<file path="src/rtl/if_stage.sv">
// -----------------------------------------------------------------------------
// if_stage -- instruction-fetch stage of the five-stage MIPS pipeline.
//
// Holds the program counter, addresses the instruction memory with the current
// PC, and registers the fetched word together with PC+4 into the IF/ID pipeline
// register. A hazard freeze holds everything; a taken branch from the execute
// stage redirects the PC and flushes IF/ID with a bubble.
//
// Per-edge priority: rst > branch_taken > freeze > normal advance.
//
// Optional feature: define IF_STAGE_PERF_EN to add the saturating fetch_cnt and
// stall_cnt performance counters and their ports. Without it, both counters and
// ports are absent and fetch behaviour is identical.
//
// Ports:
//   clk            clock, all state updates on the rising edge
//   rst            synchronous active-high reset
//   freeze         hazard stall: hold PC and IF/ID
//   branch_taken   redirect request from execute stage
//   branch_target  byte address of the redirect target (bits [1:0] ignored)
//   imem_addr      instruction memory word index, pc[AW+1:2]
//   imem_rdata     instruction word read combinationally at imem_addr
//   pc             current PC register
//   if_id_pc       PC+4 of the instruction held in IF/ID
//   if_id_inst     instruction held in IF/ID
//   if_id_valid    IF/ID holds a real instruction
//   fetch_cnt      instructions delivered into IF/ID (IF_STAGE_PERF_EN only)
//   stall_cnt      frozen cycles (IF_STAGE_PERF_EN only)
// -----------------------------------------------------------------------------
module if_stage #(
  parameter logic [31:0] RESET_PC   = 32'h0000_0000,
  parameter int          IMEM_DEPTH = 1024,
  parameter logic [31:0] NOP_INST   = 32'h0000_0000,
  localparam int         AW         = $clog2(IMEM_DEPTH)
) (
  input  logic          clk,
  input  logic          rst,
  input  logic          freeze,
  input  logic          branch_taken,
  input  logic [31:0]   branch_target,
  output logic [AW-1:0] imem_addr,
  input  logic [31:0]   imem_rdata,
  output logic [31:0]   pc,
  output logic [31:0]   if_id_pc,
  output logic [31:0]   if_id_inst,
  output logic          if_id_valid
`ifdef IF_STAGE_PERF_EN
  ,
  output logic [31:0]   fetch_cnt,
  output logic [31:0]   stall_cnt
`endif
);

  // What the stage does on the coming edge, already resolved by priority.
  typedef enum logic [1:0] {
    ACT_RESET,
    ACT_BRANCH,
    ACT_HOLD,
    ACT_ADVANCE
  } action_e;

  action_e     act;
  logic [31:0] pc_plus4;

  // NOTE: assign the default first so every path through always_comb writes
  // act; a missing assignment on some path would infer a latch.
  always_comb begin
    act = ACT_ADVANCE;
    if (rst)               act = ACT_RESET;
    else if (branch_taken) act = ACT_BRANCH;
    else if (freeze)       act = ACT_HOLD;
  end

  // 32-bit modulo add: 32'hFFFF_FFFC wraps to 0.
  assign pc_plus4  = pc + 32'd4;

  // Truncation of the word index makes addresses beyond the memory alias.
  assign imem_addr = pc[AW+1:2];

  // NOTE: sequential state uses non-blocking assignments so every register
  // samples pre-edge values, independent of statement order.
  always_ff @(posedge clk) begin
    case (act)
      ACT_RESET: begin
        pc          <= RESET_PC;
        if_id_pc    <= 32'd0;
        if_id_inst  <= NOP_INST;
        if_id_valid <= 1'b0;
      end
      ACT_BRANCH: begin
        // The word fetched at the old PC this cycle is dropped; a bubble enters.
        pc          <= branch_target & ~32'd3;
        if_id_pc    <= 32'd0;
        if_id_inst  <= NOP_INST;
        if_id_valid <= 1'b0;
      end
      ACT_HOLD: begin
        // Freeze: every register keeps its value, so imem_addr stays put.
      end
      default: begin
        pc          <= pc_plus4;
        if_id_pc    <= pc_plus4;
        if_id_inst  <= imem_rdata;
        if_id_valid <= 1'b1;
      end
    endcase
  end

`ifdef IF_STAGE_PERF_EN
  // Counters saturate instead of wrapping so a long run never reads as small.
  always_ff @(posedge clk) begin
    if (act == ACT_RESET) begin
      fetch_cnt <= 32'd0;
      stall_cnt <= 32'd0;
    end else begin
      if (act == ACT_ADVANCE && fetch_cnt != 32'hFFFF_FFFF)
        fetch_cnt <= fetch_cnt + 32'd1;
      if (act == ACT_HOLD && stall_cnt != 32'hFFFF_FFFF)
        stall_cnt <= stall_cnt + 32'd1;
    end
  end
`endif

endmodule

</file>
<file path="config.mk">
export PLATFORM = sky130hd
export DESIGN_NAME = if_stage
export DESIGN_NICKNAME = d
export VERILOG_FILES = /design/src/rtl/if_stage.sv
export SDC_FILE = /design/constraint.sdc
export NUM_CORES = 1
export LEC_CHECK = 0
export ABC_AREA = 1
export BUFFER_PORTS_ARGS = -buffer_cell sky130_fd_sc_hd__buf_2
export CORE_MARGIN = 2
export CORE_UTILIZATION = 55
export CTS_BUF_LIST = sky130_fd_sc_hd__clkbuf_4
export CTS_CLUSTER_DIAMETER = 150
export DETAILED_ROUTE_END_ITERATION = 16
export PLACE_DENSITY = 0.86
export SETUP_SLACK_MARGIN = 0.05
export SKIP_CTS_REPAIR_TIMING = 1
export SYNTH_ARGS = -nofsm -noshare
export SYNTH_HDL_FRONTEND = slang
export SYNTH_SLANG_ARGS = --single-unit
</file>
<file path="constraint.sdc">
create_clock -name clk -period 7 [get_ports clk]
set_input_delay 0.35 -clock clk [delete_from_list [all_inputs] [get_ports clk]]
set_output_delay 0.35 -clock clk [all_outputs]
set_load 0.01 [all_outputs]
</file>
==> impl_metrics.tcl, run 1 <==
set metrics [dict create \
    rr_worst_depth 8 \
    synth_ff_type "edfxtp_1" \
    tightest_slew_ns 1.180 \
    worstReg2RegStart "pc[2]$_DFFE_PP_" \
    status "complete, no violations" \
    min_path_cells 3 \
    die_h_um 94.86 \
    required_ns 6.94 \
    hold_end "pc[24]$_DFFE_PP_" \
    io_buffers 168 \
    fin_area_um2 5525 \
    slowest_delay_ns 0.82 \
    postRouteAntennaNets 0 \
    ys_async_sr_fraction_pct 0 \
    drive_gt1_share_pct 30.97 \
    fin_worst_skew_ns 0.01642 \
    finalCriticalPeriod_ns 2.424 \
    cpMaxStageDelayCell "nand2_4" \
    fmax_ghz 0.4125 \
    synth_edf_count 93 \
    cellLeakagePower_uw 0.002930 \
    coreArea_um2 8093 \
    nFillCells 631 \
    cts_tree "done" \
    path_cells "buf_2, inv_1, nand2_1, buf_4, inv_1, nand2_4" \
    slew_headroom_pct 21.32 \
    final_util_pct 68.27 \
    die_x_um 94.86 \
    min_path_type "input pin to register" \
    ys_seq_area_share_pct 61.50 \
    startpoint_type "input pin" \
    grt_overflow 0 \
    place_area_um2 5399 \
    grt_pass1_wl_mm 15.35 \
    yosys-top-cells-count "132 x nand2_1, 93 x edfxtp_1, 92 x inv_1" \
    row_count 33 \
    drt-pass1-iter-count 5 \
    rsz0062_at_grt "no" \
    cts_buffer_depth 2 \
    dr.first_iter.drc_count 168 \
    maxCapViolCount 0 \
    synth_area_leaders "edfxtp_1 62%, nand2_1 11%, inv_1 7.6%, nor2_1 6.4%, nand3_1 3.4%" \
    grt_start_max_net_pins 94 \
    avgRoutedWirePerCell_um 13.52 \
    clock-sinks 93 \
    synth_top_area_share_pct 61.50 \
    yosysWarnings 0 \
    io_pins 175 \
    vias_per_cell 4.889 \
    nNetsFinal 726 \
    numCtsBuffers 9 \
    finalCritPeriodShare_pct 34.63 \
    ys_types 25 \
    regArea_um2 2793 \
    crit_buf_inv 4 \
    min_from "branch_target[24]" \
    dieArea_um2 8998 \
    ys_ff_latch 93 \
    vias 3750 \
    initial_core_util_pct 56.11 \
    place_hpwl_mm 7.689 \
    insertion_delay_ns 0.45 \
    hold_viol_final 0 \
    setup_violations 0 \
    grt_usage_pct 22.65 \
    wl_mm 10.37 \
    synth_area_um2 4541 \
    area_growth_pct 21.69 \
    avgSynthCellArea_um2 9.136 \
    worst_setup_path_end_kind "register" \
    cp_max_fo 93 \
    place.gp.congestion 0.9781 \
    htreeDepth 3 \
    n_antenna_cell 0 \
    clkTransAtPathRegs_ns 0.16 \
    r2r_end "pc[20]$_DFFE_PP_" \
    critical_path_arrival_ns 2.36 \
    cts_root_buffer "clkbuf_4" \
    multi_input_area_um2 1274 \
    crit_family "buffers and inverters" \
    setup-tns-final_ns 0 \
    r2r_slack_ns 5.11 \
    drcViolationCount 0 \
    antenna_found_initial 0 \
    ir_drop_v 0.00009818 \
    synth_area_leader_cell "edfxtp_1" \
    grt_pass1_vias 3359 \
    p_per_area_nw_per_um2 202.5 \
    crit_top_cell "inv_1" \
    path_class "input pin to register" \
    synth_most_common_cell "nand2_1" \
    slew_viol_final 0 \
    syn_inst 497 \
]
where the power goes:
| group | internal (µW) | switching, µW | total [µW] |
|---|---|---|---|
| clock | 78.6 | 195 | 274 |
| sequential | 659 | 30.1 | 689 |
| combinational | 61.4 | 94.2 | 156 |
metal layers:
| layer | up-vias | track usage, % | share of wire (%) |
|---|---|---|---|
| met3 | 19 | 4.230 | 8.2 |
| met2 | 171 | 40.48 | 50 |
| met5 | - | 0 | 0 |
| met4 | 0 | 9.058 | 1.9 |
| met1 | 1697 | 26.89 | 40 |
| li1 | 1863 | - | - |
final cells by class:
class	count	area share (%)
well taps	105	2.378
repair buffers	170	15.49
flip-flops and latches	93	50.54
multi-input cells	291	23.05
inverters	92	6.250
clock buffers	9	1.223
clock inverters	7	1.064
cell usage in the layout (no fill, tap or decap):
| master | synthesis | routed |
|---|---|---|
| o21ai_0 | 16 | 16 |
| buf_4 | 14 | 2 |
| nor2_4 | 4 | 4 |
| nand2_1 | 132 | 131 |
| conb_1 | 1 | 4 |
| nor3_1 | 1 | 1 |
| nand3_1 | 31 | 31 |
| a21o_1 | 1 | 1 |
| o21ai_1 | 5 | 5 |
| nor2_2 | 7 | 8 |
| inv_8 | 0 | 2 |
| nand2_2 | 2 | 2 |
| inv_6 | 0 | 1 |
| nor3_2 | 1 | 1 |
| a21oi_1 | 2 | 2 |
| clkinvlp_4 | 0 | 2 |
| nand2_4 | 1 | 2 |
| buf_2 | 6 | 168 |
| nor2_1 | 77 | 76 |
| clkinv_4 | 0 | 1 |
| a31oi_1 | 1 | 1 |
| nand3b_1 | 1 | 1 |
| clkbuf_4 | 0 | 9 |
| inv_1 | 92 | 92 |
| edfxtp_1 | 93 | 93 |
| nand3_2 | 2 | 2 |
| ha_1 | 1 | 1 |
| clkinv_1 | 0 | 1 |
| and2_1 | 1 | 1 |
| or2_2 | 1 | 1 |
worst min-delay path, delay by kind of cell:
| kind | cells | cell delay, ns |
|---|---|---|
| simple gates | 2 | 0.09 |
| buf+inv | 1 | 0.07 |
flip-flops by register name, summed over array words and instances, names as in the netlist:
| name | cells |
|---|---|
| if_id_inst | 32 |
| if_id_pc | 30 |
| pc | 30 |
| if_id_valid | 1 |
how the worst max path moves through the flow:
stage	cells after the start	end	slack, ns	start
global placement	6	if_id_inst[0]$_SDFFCE_PN0P_	4.15	branch_taken
finish	6	if_id_inst[17]$_SDFFCE_PN0P_	4.58	branch_taken
detailed placement	6	if_id_inst[30]$_SDFFCE_PN0P_	4.11	branch_taken
global route	6	pc[16]$_DFFE_PP_	4.38	branch_taken
floorplan	5	if_id_inst[0]$_SDFFCE_PN0P_	3.84	branch_taken
CTS	6	if_id_inst[3]$_SDFFCE_PN0P_	4.54	branch_taken
per-stage QoR:
| stage | power (µW) | hold slack, ns | std cells | setup slack [ns] |
|---|---|---|---|---|
| after detailed placement | 858.7 | 0.6258 | 751 | 4.105 |
| after CTS | 1124 | 0.1385 | 767 | 4.543 |
| final | 1119 | 0.1577 | 767 | 4.576 |
| after global placement | 851.3 | 0.6203 | 751 | 4.148 |
| after floorplan | 784.7 | 0.5357 | 500 | 3.843 |
| after global routing | 1166 | 0.1420 | 767 | 4.379 |
cell families (layout without fill, tap and decap cells):
logic type	after synthesis	after routing	share of synthesized area, %
flops	93	93	61.50
fa+ha+maj	1	1	0.2755
buf+inv	116	278	10.91
simple gates	261	261	24.39
other cells	1	4	0.08259
compound gates	25	25	2.838
(Power assumes the default switching activity.)
==> run 2, diff against run 1 <==
ABC_AREA = 0   (was 1)
CORE_UTILIZATION = 45   (was 55)
PLACE_DENSITY = 0.76   (was 0.86)
clock period = 1.96 ns   (was 7 ns; I/O delays follow)
==> run 2 against run 1 <==
Sequential power rose to 3.5 times the previous value; die area is 15% higher; sequential cell count unchanged; non-clock buffer count is 86 higher; clock power rose to 4.1 times the previous value; utilization shrank 0.92 points; routed wire length increased by 20%; combinational power rose to 5.3 times the previous value; clock skew grew 0.010 ns; sequential share of layout area fell by 5.9 points; largest cell class unchanged; largest power group unchanged.
==> impl_metrics.tcl, run 2 <==
set metrics [dict create \
    status "complete, no violations" \
    finalCriticalPeriod_ns 1.939 \
    nFillCells 705 \
    ys_ff_latch 93 \
    yosysWarnings 0 \
    ys_seq_area_share_pct 64.77 \
    worstReg2RegStart "pc[3]$_DFFE_PP_" \
    grt_pass1_wl_mm 16.24 \
    multi_input_area_um2 1511 \
    dieArea_um2 10380 \
    ir_drop_v 0.0004240 \
    regArea_um2 2793 \
    die_x_um 101.9 \
    slowest_delay_ns 0.51 \
    antenna_found_initial 0 \
    die_h_um 101.9 \
    largest_register_ffs 32 \
    power_frac_comb_pct 18.8 \
    ys_types 40 \
    final_cell_mix "168 x buf_2, 93 x edfxtp_1, 44 x buf_4, 40 x dlygate4sd3_1, 37 x nor2_1" \
    row_count 35 \
    power_frac_clock_pct 25.6 \
    grt_pass1_vias 3306 \
    grt_overflow 0 \
    drive_gt1_share_pct 45.83 \
    synth_edf_count 93 \
    initial_core_util_pct 46.44 \
    avgSynthCellArea_um2 12.61 \
    setup.worst_path.start "pc[3]$_DFFE_PP_" \
    p_per_area_nw_per_um2 697.3 \
    io_buffers 168 \
    numCtsBuffers 9 \
    cts_root_buffer "clkbuf_4" \
    dr.first_iter.drc_count 144 \
    maxCapViolCount 0 \
    critical_path_arrival_ns 2.20 \
    cts_buffer_depth 2 \
    io_pins 175 \
    clkTransAtPathRegs_ns 0.14 \
    synth_top_area_share_pct 64.77 \
    yosys-top-cells-count "93 x edfxtp_1, 37 x nor2_1, 35 x and2_1" \
    cts_tree "done" \
    grt_usage_pct 20.47 \
    place_hpwl_mm 7.637 \
    place.gp.congestion 0.8553 \
    synth_top_family_by_area "simple AND/OR/NAND/NOR gates" \
    synth_area_leader_cell "edfxtp_1" \
    synth_compound_area_share_pct 10.39 \
    slew_viol_final 0 \
    finalCritPeriodShare_pct 98.94 \
    slew_headroom_pct 51.53 \
    fin_worst_skew_ns 0.02643 \
    min_from "branch_target[2]" \
    final_common_cell "buf_2" \
    area_growth_pct 45.04 \
    muxShareOfSynthArea_pct 0.2322 \
    rsz0062_at_grt "yes" \
    placed_cells 643 \
    synth_area_um2 4312 \
    clock-sinks 93 \
    startpoint_type "register" \
    wl_mm 12.45 \
    vias 3785 \
    cp_max_fo 15 \
    grt_start_max_net_pins 94 \
    power.internal_uw 3159 \
    path_class "register to register" \
    n_antenna_cell 0 \
    postRouteAntennaNets 0 \
    synth_area_leaders "edfxtp_1 65%, and2_1 5.1%, nor2_1 3.2%, a311oi_1 2.8%, buf_4 2.4%" \
    setup_violations 0 \
    synth-simple-area-share_pct 17.44 \
    synth_most_common_cell "edfxtp_1" \
    min_path_type "input pin to register" \
    top_register "if_id_inst" \
    switching_share_pct 27.56 \
    drcViolationCount 0 \
    synth_adder_area_share_pct 0.2902 \
    hold_viol_final 0 \
    synth_ff_type "edfxtp_1" \
    total_power_uw 4361 \
    top_regs "if_id_inst (32), if_id_pc (30), pc (30)" \
    insertion_delay_ns 0.45 \
    path_cells "ha_2, and3_4, nand2_8, or4_4, a311oi_2" \
    nNetsFinal 651 \
    syn_inst 342 \
    avgRoutedWirePerCell_um 17.39 \
    ys_async_sr_fraction_pct 0 \
    fin_cells 716 \
    crit_buf_inv 0 \
    drt-pass1-iter-count 5 \
    cpMaxStageDelayCell "or4_4" \
    worst_setup_path_end_kind "register" \
    required_ns 2.23 \
    htreeDepth 3 \
    power_frac_seq_pct 55.6 \
    fmax_ghz 0.5157 \
    yosys.area_share.xor_xnor_pct 2.234 \
    p_sw_uw 1202 \
    tightest_slew_ns 0.7270 \
    crit_family "simple AND/OR/NAND/NOR gates" \
    coreArea_um2 9284 \
    vias_per_cell 5.286 \
    cellLeakagePower_uw 0.002793 \
]
[run 2: cell types whose count changed in the layout (fill, tap and decap cells not counted), moves of 9 or more]
| cell | previous run | this run |
|---|---|---|
| o21ai_0 | 16 | 6 |
| a21oi_1 | 2 | 18 |
| inv_1 | 92 | 4 |
| and2_1 | 1 | 34 |
| dlygate4sd3_1 | 0 | 40 |
| nand2_1 | 131 | 13 |
| o31ai_1 | 0 | 10 |
| nor2_1 | 76 | 37 |
| nand3_1 | 31 | 8 |
| a311oi_2 | 0 | 9 |
| buf_4 | 2 | 44 |
[run 2: worst reg2reg max path, cell delays in order, from the launching register on]
cell and delay, ns:
edfxtp_1 0.44, ha_2 0.21, and3_4 0.25, nand2_8 0.11, or4_4 0.51, a311oi_2 0.25
[run 2: power groups by stage]
stage / clock [µW] / combinational, µW / sequential, µW
floorplan: 0 / 237 / 2570
global placement: 0 / 674 / 2460
detailed placement: 0 / 686 / 2470
CTS: 1130 / 688 / 2420
global route: 1190 / 885 / 2440
finish: 1120 / 820 / 2430
[run 2: final timing paths]
check / to / slack (ns) / cells past startpoint
worst min register to register: if_id_pc[2]$_SDFFCE_PN0P_ / 0.76 / 2
worst max-delay path: pc[30]$_DFFE_PP_ / 0.02 / 5
worst max register to register: pc[30]$_DFFE_PP_ / 0.02 / 5
worst min-delay path: pc[2]$_DFFE_PP_ / 0.002 / 3
[run 2: final cells by class]
type / count / share of cell area [%]
well taps: 129 / 2.581
flip-flops and latches: 93 / 44.66
inverters: 5 / 0.3001
multi-input cells: 217 / 24.17
clock inverters: 6 / 1.100
clock buffers: 10 / 1.200
repair buffers: 256 / 25.99
[run 2: cells by family after synthesis]
group	after synthesis
fa+ha+maj	1
flops	93
buf+inv	36
compound gates	65
other cells	1
xor+xnor	11
simple gates	134
mux	1
[run 2: per-layer routing]
layer	routed length, µm	part of all wire (%)	up-vias	GRT usage [%]
li1	-	-	1775	-
met1	4812	39	1782	26.56
met2	6129	49	204	32.64
met3	1213	9.7	24	7.114
met4	296	2.4	0	6.359
met5	0	0	-	0
[run 2: metrics by stage]
step | TNS (ns) | cell area [µm²] | utilization, % | worst slack, ns | hold WS (ns)
2_1_floorplan | -0.002392 | 4372 | - | -0.002392 | 0.2836
3_3_place_gp | 0 | 5433 | 58.52 | 0.07794 | 0.3736
3_5_place_dp | -0.07964 | 5433 | 58.52 | -0.04234 | 0.3770
4_1_cts | -0.1373 | 5577 | 60.07 | -0.04439 | -0.1156
5_1_grt | -0.1426 | 6254 | 67.36 | -0.05693 | 0.0006927
6_report | 0 | 6254 | 67.36 | 0.02070 | 0.001665
